**src/rtl/uart_pkg.sv**
```systemverilog
// Shared UART frame-format constants and receiver state encoding.
// The transmitter uses the same frame-format constants.
package uart_pkg;

  localparam int DATA_BITS = 8;
  localparam int OVS       = 16;
  localparam int SMP_LO    = 7;
  localparam int SMP_MID   = 8;
  localparam int SMP_HI    = 9;

  typedef enum logic [1:0] {IDLE, START, DATA, STOP} rx_state_e;

  function automatic logic maj3(input logic a, input logic b, input logic c);
    return (a & b) | (a & c) | (b & c);
  endfunction

endpackage

```
**src/rtl/uart_rx_os_if.sv**
```systemverilog
// Serial pin plus user-side result signals of the UART receiver.
interface uart_rx_os_if;
  import uart_pkg::*;

  logic                 rx;
  logic [DATA_BITS-1:0] data_out;
  logic                 rx_done;
  logic                 frame_err;
  logic                 busy;

  modport master (input rx, output data_out, rx_done, frame_err, busy);
  modport slave  (output rx, input data_out, rx_done, frame_err, busy);
endinterface

```
**src/rtl/uart_baud_tick.sv**
```systemverilog
// Free-running divider: one-clock tick every DIV clocks, held at zero by clr.
module uart_baud_tick #(
  parameter int DIV = 325
) (
  input  logic clk,
  input  logic rst_n,
  input  logic clr,
  output logic tick
);
  localparam int W = (DIV < 2) ? 1 : $clog2(DIV);

  if (DIV < 2) begin : g_bad_div
    $error("uart_baud_tick: DIV must be >= 2");
  end

  logic [W-1:0] div_cnt_q, div_cnt_d;

  assign tick = (div_cnt_q == W'(DIV - 1));

  always_comb begin
    div_cnt_d = div_cnt_q + 1'b1;
    if (clr || tick) div_cnt_d = '0;
  end

  always_ff @(posedge clk or negedge rst_n) begin
    if (!rst_n) div_cnt_q <= '0;
    else        div_cnt_q <= div_cnt_d;
  end
endmodule

```
**src/rtl/uart_rx_os.sv**
```systemverilog
// 8N1 UART receiver: 16x oversampling, 3-sample majority per bit, start-glitch
// rejection and framing-error pulse. Returns to IDLE at mid-stop.
module uart_rx_os
  import uart_pkg::*;
#(
  parameter int CLK_FREQ = 50_000_000,
  parameter int BAUD     = 9600
) (
  input  logic clk,
  input  logic rst_n,
  uart_rx_os_if.master bus
);
  localparam int DIV   = CLK_FREQ / (BAUD * OVS);
  localparam int OS_W  = $clog2(OVS);
  localparam int IDX_W = $clog2(DATA_BITS);

  logic                 rx_m_q, rx_s_q, rx_d_q;
  rx_state_e            state_q, state_d;
  logic [OS_W-1:0]      os_cnt_q, os_cnt_d;
  logic [IDX_W-1:0]     bit_idx_q, bit_idx_d;
  logic [DATA_BITS-1:0] shreg_q, shreg_d;
  logic [DATA_BITS-1:0] data_out_q, data_out_d;
  logic [2:0]           smp_q, smp_d;
  logic                 dec_vld_q, dec_vld_d;
  logic                 rx_done_q, rx_done_d;
  logic                 frame_err_q, frame_err_d;
  logic                 tick, fall, dec_bit;

  uart_baud_tick #(.DIV(DIV)) u_tick (
    .clk   (clk),
    .rst_n (rst_n),
    .clr   (state_q == IDLE),
    .tick  (tick)
  );

  assign fall    = rx_d_q & ~rx_s_q;
  assign dec_bit = maj3(smp_q[0], smp_q[1], smp_q[2]);

  always_comb begin
    state_d     = state_q;
    os_cnt_d    = os_cnt_q;
    bit_idx_d   = bit_idx_q;
    shreg_d     = shreg_q;
    data_out_d  = data_out_q;
    smp_d       = smp_q;
    dec_vld_d   = 1'b0;
    rx_done_d   = 1'b0;
    frame_err_d = 1'b0;

    // Samples land on the ticks that advance os_cnt to 7/8/9; the decision
    // is consumed one clock later via dec_vld_q.
    if (state_q != IDLE && tick) begin
      os_cnt_d = os_cnt_q + 1'b1;
      if (os_cnt_d == OS_W'(SMP_LO))  smp_d[0] = rx_s_q;
      if (os_cnt_d == OS_W'(SMP_MID)) smp_d[1] = rx_s_q;
      if (os_cnt_d == OS_W'(SMP_HI)) begin
        smp_d[2]  = rx_s_q;
        dec_vld_d = 1'b1;
      end
    end

    case (state_q)
      IDLE: begin
        os_cnt_d = '0;
        if (fall) state_d = START;
      end
      START: if (dec_vld_q) begin
        if (!dec_bit) begin
          state_d   = DATA;
          bit_idx_d = '0;
        end else begin
          state_d   = IDLE;
        end
      end
      DATA: if (dec_vld_q) begin
        shreg_d[bit_idx_q] = dec_bit;
        if (bit_idx_q == IDX_W'(DATA_BITS - 1)) state_d = STOP;
        else                                    bit_idx_d = bit_idx_q + 1'b1;
      end
      STOP: if (dec_vld_q) begin
        if (dec_bit) begin
          data_out_d = shreg_q;
          rx_done_d  = 1'b1;
        end else begin
          frame_err_d = 1'b1;
        end
        state_d = IDLE;
      end
      default: state_d = IDLE;
    endcase
  end

  always_ff @(posedge clk or negedge rst_n) begin
    if (!rst_n) begin
      rx_m_q      <= 1'b1;
      rx_s_q      <= 1'b1;
      rx_d_q      <= 1'b1;
      state_q     <= IDLE;
      os_cnt_q    <= '0;
      bit_idx_q   <= '0;
      shreg_q     <= '0;
      data_out_q  <= '0;
      smp_q       <= '0;
      dec_vld_q   <= 1'b0;
      rx_done_q   <= 1'b0;
      frame_err_q <= 1'b0;
    end else begin
      rx_m_q      <= bus.rx;
      rx_s_q      <= rx_m_q;
      rx_d_q      <= rx_s_q;
      state_q     <= state_d;
      os_cnt_q    <= os_cnt_d;
      bit_idx_q   <= bit_idx_d;
      shreg_q     <= shreg_d;
      data_out_q  <= data_out_d;
      smp_q       <= smp_d;
      dec_vld_q   <= dec_vld_d;
      rx_done_q   <= rx_done_d;
      frame_err_q <= frame_err_d;
    end
  end

  assign bus.data_out  = data_out_q;
  assign bus.rx_done   = rx_done_q;
  assign bus.frame_err = frame_err_q;
  assign bus.busy      = (state_q != IDLE);
endmodule

```
**src/flat_wrapper.sv**
```systemverilog
// flat-port wrapper written by rule: the top's interface ports become plain ports
module uart_rx_os_flat import uart_pkg::*;
#(
  parameter int CLK_FREQ = 50_000_000,
  parameter int BAUD     = 9600
)
  (clk, rst_n, bus_rx, bus_data_out, bus_rx_done, bus_frame_err, bus_busy);
  uart_rx_os_if bus_i ();
  input  logic clk;
  input  logic rst_n;
  input wire logic [$bits(bus_i.rx)-1:0] bus_rx;
  output wire logic [$bits(bus_i.data_out)-1:0] bus_data_out;
  output wire logic [$bits(bus_i.rx_done)-1:0] bus_rx_done;
  output wire logic [$bits(bus_i.frame_err)-1:0] bus_frame_err;
  output wire logic [$bits(bus_i.busy)-1:0] bus_busy;
  assign bus_i.rx = bus_rx;
  assign bus_data_out = bus_i.data_out;
  assign bus_rx_done = bus_i.rx_done;
  assign bus_frame_err = bus_i.frame_err;
  assign bus_busy = bus_i.busy;
  uart_rx_os #(.CLK_FREQ(CLK_FREQ), .BAUD(BAUD)) u_core (.clk(clk), .rst_n(rst_n), .bus(bus_i));
endmodule
```
**config.mk**
```make
export PLATFORM = sky130hd
export DESIGN_NAME = uart_rx_os_flat
export DESIGN_NICKNAME = d
export VERILOG_FILES = /design/src/rtl/uart_pkg.sv /design/src/rtl/uart_rx_os_if.sv /design/src/rtl/uart_baud_tick.sv /design/src/rtl/uart_rx_os.sv /design/src/flat_wrapper.sv
export SDC_FILE = /design/constraint.sdc
export NUM_CORES = 1
export LEC_CHECK = 0
export CORE_AREA = 10 10 86 88
export CTS_BUF_LIST = sky130_fd_sc_hd__clkbuf_4 sky130_fd_sc_hd__clkbuf_8 sky130_fd_sc_hd__clkbuf_16
export DETAILED_ROUTE_END_ITERATION = 8
export DIE_AREA = 0 0 96 98
export HOLD_SLACK_MARGIN = 0.02
export SLEW_MARGIN = 30
export SYNTH_ARGS = -nofsm -noshare
export SYNTH_HDL_FRONTEND = slang
export SYNTH_SLANG_ARGS = --single-unit
export TNS_END_PERCENT = 5
```
**constraint.sdc**
```tcl
create_clock -name clk -period 1.9 [get_ports clk]
set_input_delay 0.57 -clock clk [delete_from_list [all_inputs] [get_ports clk]]
set_output_delay 0.57 -clock clk [all_outputs]
set_load 0.02 [all_outputs]
```
==> results of run 1 <==
==> registers in the layout, indices dropped and copies added (netlist names), named ones only <==
name                     flops
u_core.dec_vld_q             1
u_core.rx_d_q                1
u_core.bit_idx_q             3
u_core.u_tick.div_cnt_q      9
u_core.shreg_q               8
u_core.os_cnt_q              4
u_core.bus.rx_done           1
u_core.rx_m_q                1
u_core.smp_q                 3
u_core.rx_s_q                1
u_core.bus.data_out          8
u_core.state_q               1
u_core.bus.frame_err         1
==> cells in the mapped netlist, drive strengths merged (4+ instances only) <==
cell	instances	area, um^2
ha	8	100.1
mux2	19	217.7
nand3	5	25.02
dfrtp	40	1001
nor3b	5	37.54
nor2	13	48.80
inv	6	22.52
nand4	4	25.02
buf	4	20.02
xnor2	4	35.03
nand2	8	30.03
xor2	6	52.55
==> per-stage QoR <==
step	util	cell area (um^2)	setup slack, ps	instances	hold slack [ps]
3_5_place_dp	0.3885	2232	154.9	251	347.2
2_1_floorplan	-	1957	224.7	160	274.4
5_1_grt	0.4083	2346	5.750	259	232.5
6_report	0.4083	2346	78.58	259	238.3
3_3_place_gp	0.3885	2232	156.1	251	346.1
4_1_cts	0.4079	2344	37.41	259	238.8
==> area by class of cell <==
cell class | count | area (um^2)
Inverter | 6 | 22.52
Fill cell | 558 | 3400
Timing Repair Buffer | 23 | 211.5
Tap cell | 75 | 93.84
Clock buffer | 5 | 68.82
Sequential cell | 43 | 1080
Clock inverter | 3 | 43.79
Multi-Input combinational cell | 104 | 825.8
==> layout by cell type (no fill, tap or decap), drive strengths merged, types with 3 or more instances in the layout <==
cell type / netlist / routed
dfrtp: 40 / 40
mux2: 19 / 19
nor2: 13 / 13
clkdlybuf4s50: 0 / 11
buf: 4 / 11
nand2: 8 / 8
ha: 8 / 8
inv: 6 / 6
xor2: 6 / 6
nand3: 5 / 5
nor3b: 5 / 5
clkbuf: 3 / 5
nand4: 4 / 4
xnor2: 4 / 4
a21oi: 3 / 3
o21ai: 3 / 3
dfstp: 3 / 3
and2: 3 / 3
==> where the power goes <==
| part | switching (W) | internal [W] | leakage, nW |
|---|---|---|---|
| registers | 0.0000783 | 0.000994 | 0.572 |
| clock network | 0.000309 | 0.000391 | 0.0581 |
| logic | 0.000119 | 0.000118 | 0.463 |
| total | 0.000506 | 0.00150 | 1.09 |
==> routing by layer <==
layer | vias up | routed length, um
met3 | 8 | 209
met1 | 581 | 1549
met2 | 21 | 1412
met5 | - | 0
met4 | 0 | 61
li1 | 605 | -
==> kinds of logic (layout without fill, tap and decap cells) <==
logic type,count (synthesis),count (layout),share of synthesized area
flip-flops,43,43,0.5518
AND/OR/NAND/NOR,54,54,0.1656
buffers and inverters,13,37,0.02749
adder cells (fa/ha/maj),9,9,0.05627
XOR/XNOR,10,10,0.04475
AO/OA/AOI/OAI,12,12,0.04284
multiplexers,19,19,0.1112
==> worst min-delay path by stage <==
stage | cells past startpoint | slack [ps] | endpoint | start
after floorplan | 0 | 270 | asynchronous set/reset pin | rst_n
after global placement | 0 | 350 | u_core.rx_s_q$_DFF_PN1_ | u_core.rx_m_q$_DFF_PN1_
after detailed placement | 0 | 350 | u_core.rx_s_q$_DFF_PN1_ | u_core.rx_m_q$_DFF_PN1_
after CTS | 2 | 240 | u_core.shreg_q[5]$_DFFE_PN0P_ | rst_n
after global routing | 2 | 230 | u_core.shreg_q[5]$_DFFE_PN0P_ | rst_n
final | 2 | 240 | u_core.shreg_q[5]$_DFFE_PN0P_ | rst_n
==> metrics.txt, run 1 <==
layout cells sized above 1 0.2663; vias in the first global route 1221; Inserted Clock Buffers 5; Post-CTS Setup Repair Bufs 0; pin count of the biggest net entering global routing 44; Final Cycle Share 0.9586; global-route wire length before repair 5602 um; endpoints failing setup 0; H-tree Lvls 2; HP Class input port to asynchronous set/reset pin; reg2reg setup slack 180 ps; status finished clean; Post-synth EDFFs 0; slowest stage delay, CP 600 ps; Final HPWL DP 2213 um; synthesized area 0.001957 mm^2; Slew @ Worst Pin 313.8 ps; RSZ-0062 raised after global routing false; Port Buffers 13; Yosys reg bits 43; CP Max Fanout 2; worst rel slew slack 0.7893; Final GP Congestion 0.8088; Layout Skew 4.058 ps; critical path's top delay family buffers and inverters; P&R area growth vs syn 19.88%; CTS clk-pin slew, worst paths 80 ps; via/cell ratio 4.691; Synth async-reset ratio 1.000; DRT iter0 DRCs 26; Clock Latency Late Sink 290 ps; Pwr Total 0.002009 W; Fmax 549.0 MHz; Synth warnings 0; worst vdd ir 0.4589 mV; Root Driver clkbuf_8; Reg2Reg Depth 5; # diodes 0; leakage power 1.094 nW; worst-path cell chain clkdlybuf4s50_1; M3 GR Usage 0.03216; Critical R2R Capture u_core.smp_q[0]$_DFFE_PN0P_; Worst path depth 1; met2 usage 0.1103; IO Count 14; mean post-synth cell area 12.23 um^2; CTS Hold Bufs 0; slowest library cell on the worst path clkdlybuf4s50_1; Fin Setup TNS 0 ps; post-DR wirelength/cell 12.48 um; Yosys cell types 38; Max-Cap Viols 0; minimum clock period 1821 ps; DRT Wirelength 3232 um; grt total ovfl 0; top_reg_cell synth dfrtp_1; Critical Path AT 1250 ps; fin nets 194; starting density of the core 0.3406; Final Max Slew Viols 0; Syn Inst Count 160; Buffers & Inverters on Critical Path 1; startpoint types flop; PostCTS Resize Cnt 1; DIE HEIGHT 98 um; GRT Overall Usage 0.07497; syn nets 171; Worst EP required 1330 ps; sequential area share after synthesis 0.5518; Die W 96 um; grt met1 use 0.09336; remaining antenna violation count 0; Cell Pwr Density 856.4 mW/mm^2; CTS Buffer Depth 2; initial antenna violation count 0; Residual DRC 0; Setup crit end bus_data_out[5]; busiest grt layer met2; kind of critical path flop to output port; Setup crit end kind output port; DR vias 1215; die area 0.009408 mm^2; CTS sink count 43; Core Rows 28; Final Hold Vio Count 0; core area 0.005746 mm^2; worst reg2reg path startpoint u_core.u_tick.div_cnt_q[3]$_DFF_PN0_; crit path from u_core.bus.data_out[5]$_DFFE_PN0P_; First-pass DRT Iterations 4; CTS tree yes
No activity file was read; power rests on OpenSTA's default activity.
==> inputs of run 2 (changes only) <==
CAP_MARGIN = 20   (was unset)
CORE_AREA = 10 10 90 84   (was 10 10 86 88)
DIE_AREA = 0 0 100 94   (was 0 0 96 98)
==> run 2 against run 1 <==
  * Sequential share of layout area grew 0.20 points
  * Utilization grew 0.68 points
  * First-iteration DRC count grew 62%
  * Clock power grew 4.0%
  * Via count is essentially flat
  * Global-route usage grew 0.21 points
  * Power grew 1.4%
  * Register-to-register slack lost 70 ps
  * Flip-flop and latch count is the same
  * Critical path depth grew 2
  * Largest power group unchanged
==> metrics.txt, run 2 (synthesis gave the netlist of run 1 again) <==
status finished clean; Post-CTS Setup Repair Bufs 0 (unchanged); Residual DRC 0 (unchanged); Setup crit end kind output port; Sw Share 0.2462 (-0.005663); fill cell count 543 (-2.7%); worst rel slew slack 0.6476 (-0.1417); Fmax 548.6 MHz (about the same); Pwr Total 0.002037 W (+1.4%); via/cell ratio 4.806 (+2.5%); DR vias 1216 (+0.082%); Worst EP required 1330 ps (about the same); Final GP Congestion 0.7579 (-6.3%); CTS Buffer Depth 2 (unchanged); Worst path depth 3 (+2); H-tree Lvls 2 (unchanged); slowest library cell on the worst path dfrtp_1; CTS tree yes; worst vdd ir 0.4300 mV (-6.3%); layout cells sized above 1 0.2678 (+0.001455); P_sw 0.0005015 W (-0.90%); clock network fraction of total power 0.358 (+0.009); initial antenna violation count 0 (unchanged); Final Instance Area 0.002336 mm^2 (-0.43%); commonest non-fill, non-tap cell in the layout dfrtp_1; endpoints failing setup 0 (unchanged); Sequential Power Share 0.523 (-0.011); Cell Pwr Density 871.9 mW/mm^2 (+1.8%); Die W 100 um (+4.2%); Setup WS pre-CTS 131.6 ps (-23.35 ps); Slew @ Worst Pin 527.1 ps (+213.2 ps); leakage power 1.090 nW (-0.32%); DRT iter0 DRCs 42 (+62%); Critical Path AT 1250 ps (about the same); grt total ovfl 0 (unchanged); Biggest register u_core.u_tick.div_cnt_q; global-route wire length before repair 5823 um (+3.9%); DRT Wirelength 3315 um (+2.6%); Port Buffers 13 (unchanged); Inserted Clock Buffers 5 (unchanged); most frequent cells in the layout dfrtp_1, mux2_2, nor2_1; Reg2Reg Depth 4 (-1); slowest stage delay, CP 400 ps (-200 ps); Final Cycle Share 0.9593 (about the same); IO Count 14 (unchanged); Fin Setup TNS 0 ps (unchanged); worst-path cell chain nor2_2 -> inv_1 -> dlygate4sd2_1; max reg flops 9 (unchanged); P&R area growth vs syn 19.37%; critical path's top delay family buffers and inverters; Buffers & Inverters on Critical Path 2 (+1); remaining antenna violation count 0 (unchanged); Final Hold Vio Count 0 (unchanged); RSZ-0062 raised after global routing true; DIE HEIGHT 94 um (-4.1%); worst reg2reg path startpoint u_core.u_tick.div_cnt_q[3]$_DFF_PN0_; combinational share of power 0.119 (about the same); CP Max Fanout 4 (+2); Final HPWL DP 2217 um (+0.16%); startpoint types flop; CTS Hold Bufs 0 (unchanged); Core Rows 26 (-7.1%); Root Driver clkbuf_8; CTS clk-pin slew, worst paths 80 ps (about the same); starting density of the core 0.3477 (+0.007118); reg2reg setup slack 110 ps (-70 ps); Max-Cap Viols 0 (unchanged); # diodes 0 (unchanged); fin nets 193 (-0.52%); Critical R2R Capture u_core.smp_q[2]$_DFFE_PN0P_; placed cell area 0.002218 mm^2 (-0.62%); post-DR wirelength/cell 13.10 um (+5.0%); GRT Overall Usage 0.07702 (+0.002052); HP Class input port to asynchronous set/reset pin; minimum clock period 1823 ps (+1.274 ps); CTS sink count 43 (unchanged); final setup margin 77.31 ps (-1.274 ps); pin count of the biggest net entering global routing 44 (unchanged); Final Max Slew Viols 0 (unchanged); Layout Skew 7.986 ps (+3.928 ps); die area 0.009400 mm^2 (about the same); flip-flop and latch area 0.001080 mm^2 (unchanged); PostCTS Resize Cnt 1 (unchanged); core area 0.005628 mm^2 (-2.0%); kind of critical path flop to output port; vias in the first global route 1194 (-2.2%); Setup crit end bus_busy; internal power 0.001535 W (+2.1%); Clock Latency Late Sink 300 ps (about the same); multi-input combinational cell area 828.3 um^2 (+0.30%); First-pass DRT Iterations 4 (unchanged)
-- run 2: layer usage --
metal / vias up / track usage / routed length, um
met3: 8 / 0.02575 / 131
met1: 591 / 0.09895 / 1643
met5: - / 0 / 0
li1: 602 / - / -
met2: 15 / 0.1110 / 1462
met4: 0 / 0.04235 / 77
-- run 2: power groups by stage --
stage	sequential (W)	combinational [W]	clock [W]
finish	0.00107	0.000243	0.000728
global route	0.00108	0.000274	0.000797
CTS	0.00107	0.000244	0.000754
detailed placement	0.00109	0.000241	0
global placement	0.00108	0.000241	0
floorplan	0.00108	0.000151	0
-- run 2: worst min-delay path by stage --
| stage | start | endpoint | slack [ps] | depth (start not counted) |
|---|---|---|---|---|
| floorplan | rst_n | asynchronous set/reset pin | 270 | 0 |
| global placement | u_core.rx_m_q$_DFF_PN1_ | u_core.rx_s_q$_DFF_PN1_ | 350 | 0 |
| detailed placement | u_core.rx_m_q$_DFF_PN1_ | u_core.rx_s_q$_DFF_PN1_ | 350 | 0 |
| CTS | rst_n | u_core.u_tick.div_cnt_q[1]$_DFF_PN0_ | 240 | 2 |
| global route | rst_n | u_core.u_tick.div_cnt_q[1]$_DFF_PN0_ | 240 | 2 |
| finish | rst_n | asynchronous set/reset pin | 230 | 2 |
-- run 2: worst register-to-register path: stages (launching register included) --
cell and delay (ps):
dfrtp_1 420, nand4bb_1 220, nor4_2 440, and4_4 310
mux2_4 290
-- run 2: layout make-up --
type,instances,share of cell area
sequential,43,0.4622
multi-input combinational,104,0.3546
timing repair buffer,22,0.08731
tap,70,0.03749
clock buffer,7,0.03589
clock inverter,1,0.01285
inverter,6,0.009641
-- run 2: through the flow --
stage                     instances    util  hold slack, ps
final                           253  0.4151           231.6
after global routing            253  0.4151           243.9
after CTS                       253  0.4142           238.8
after detailed placement        245  0.3942           349.4
after global placement          245  0.3942           346.0
after floorplan                 160       -           274.4
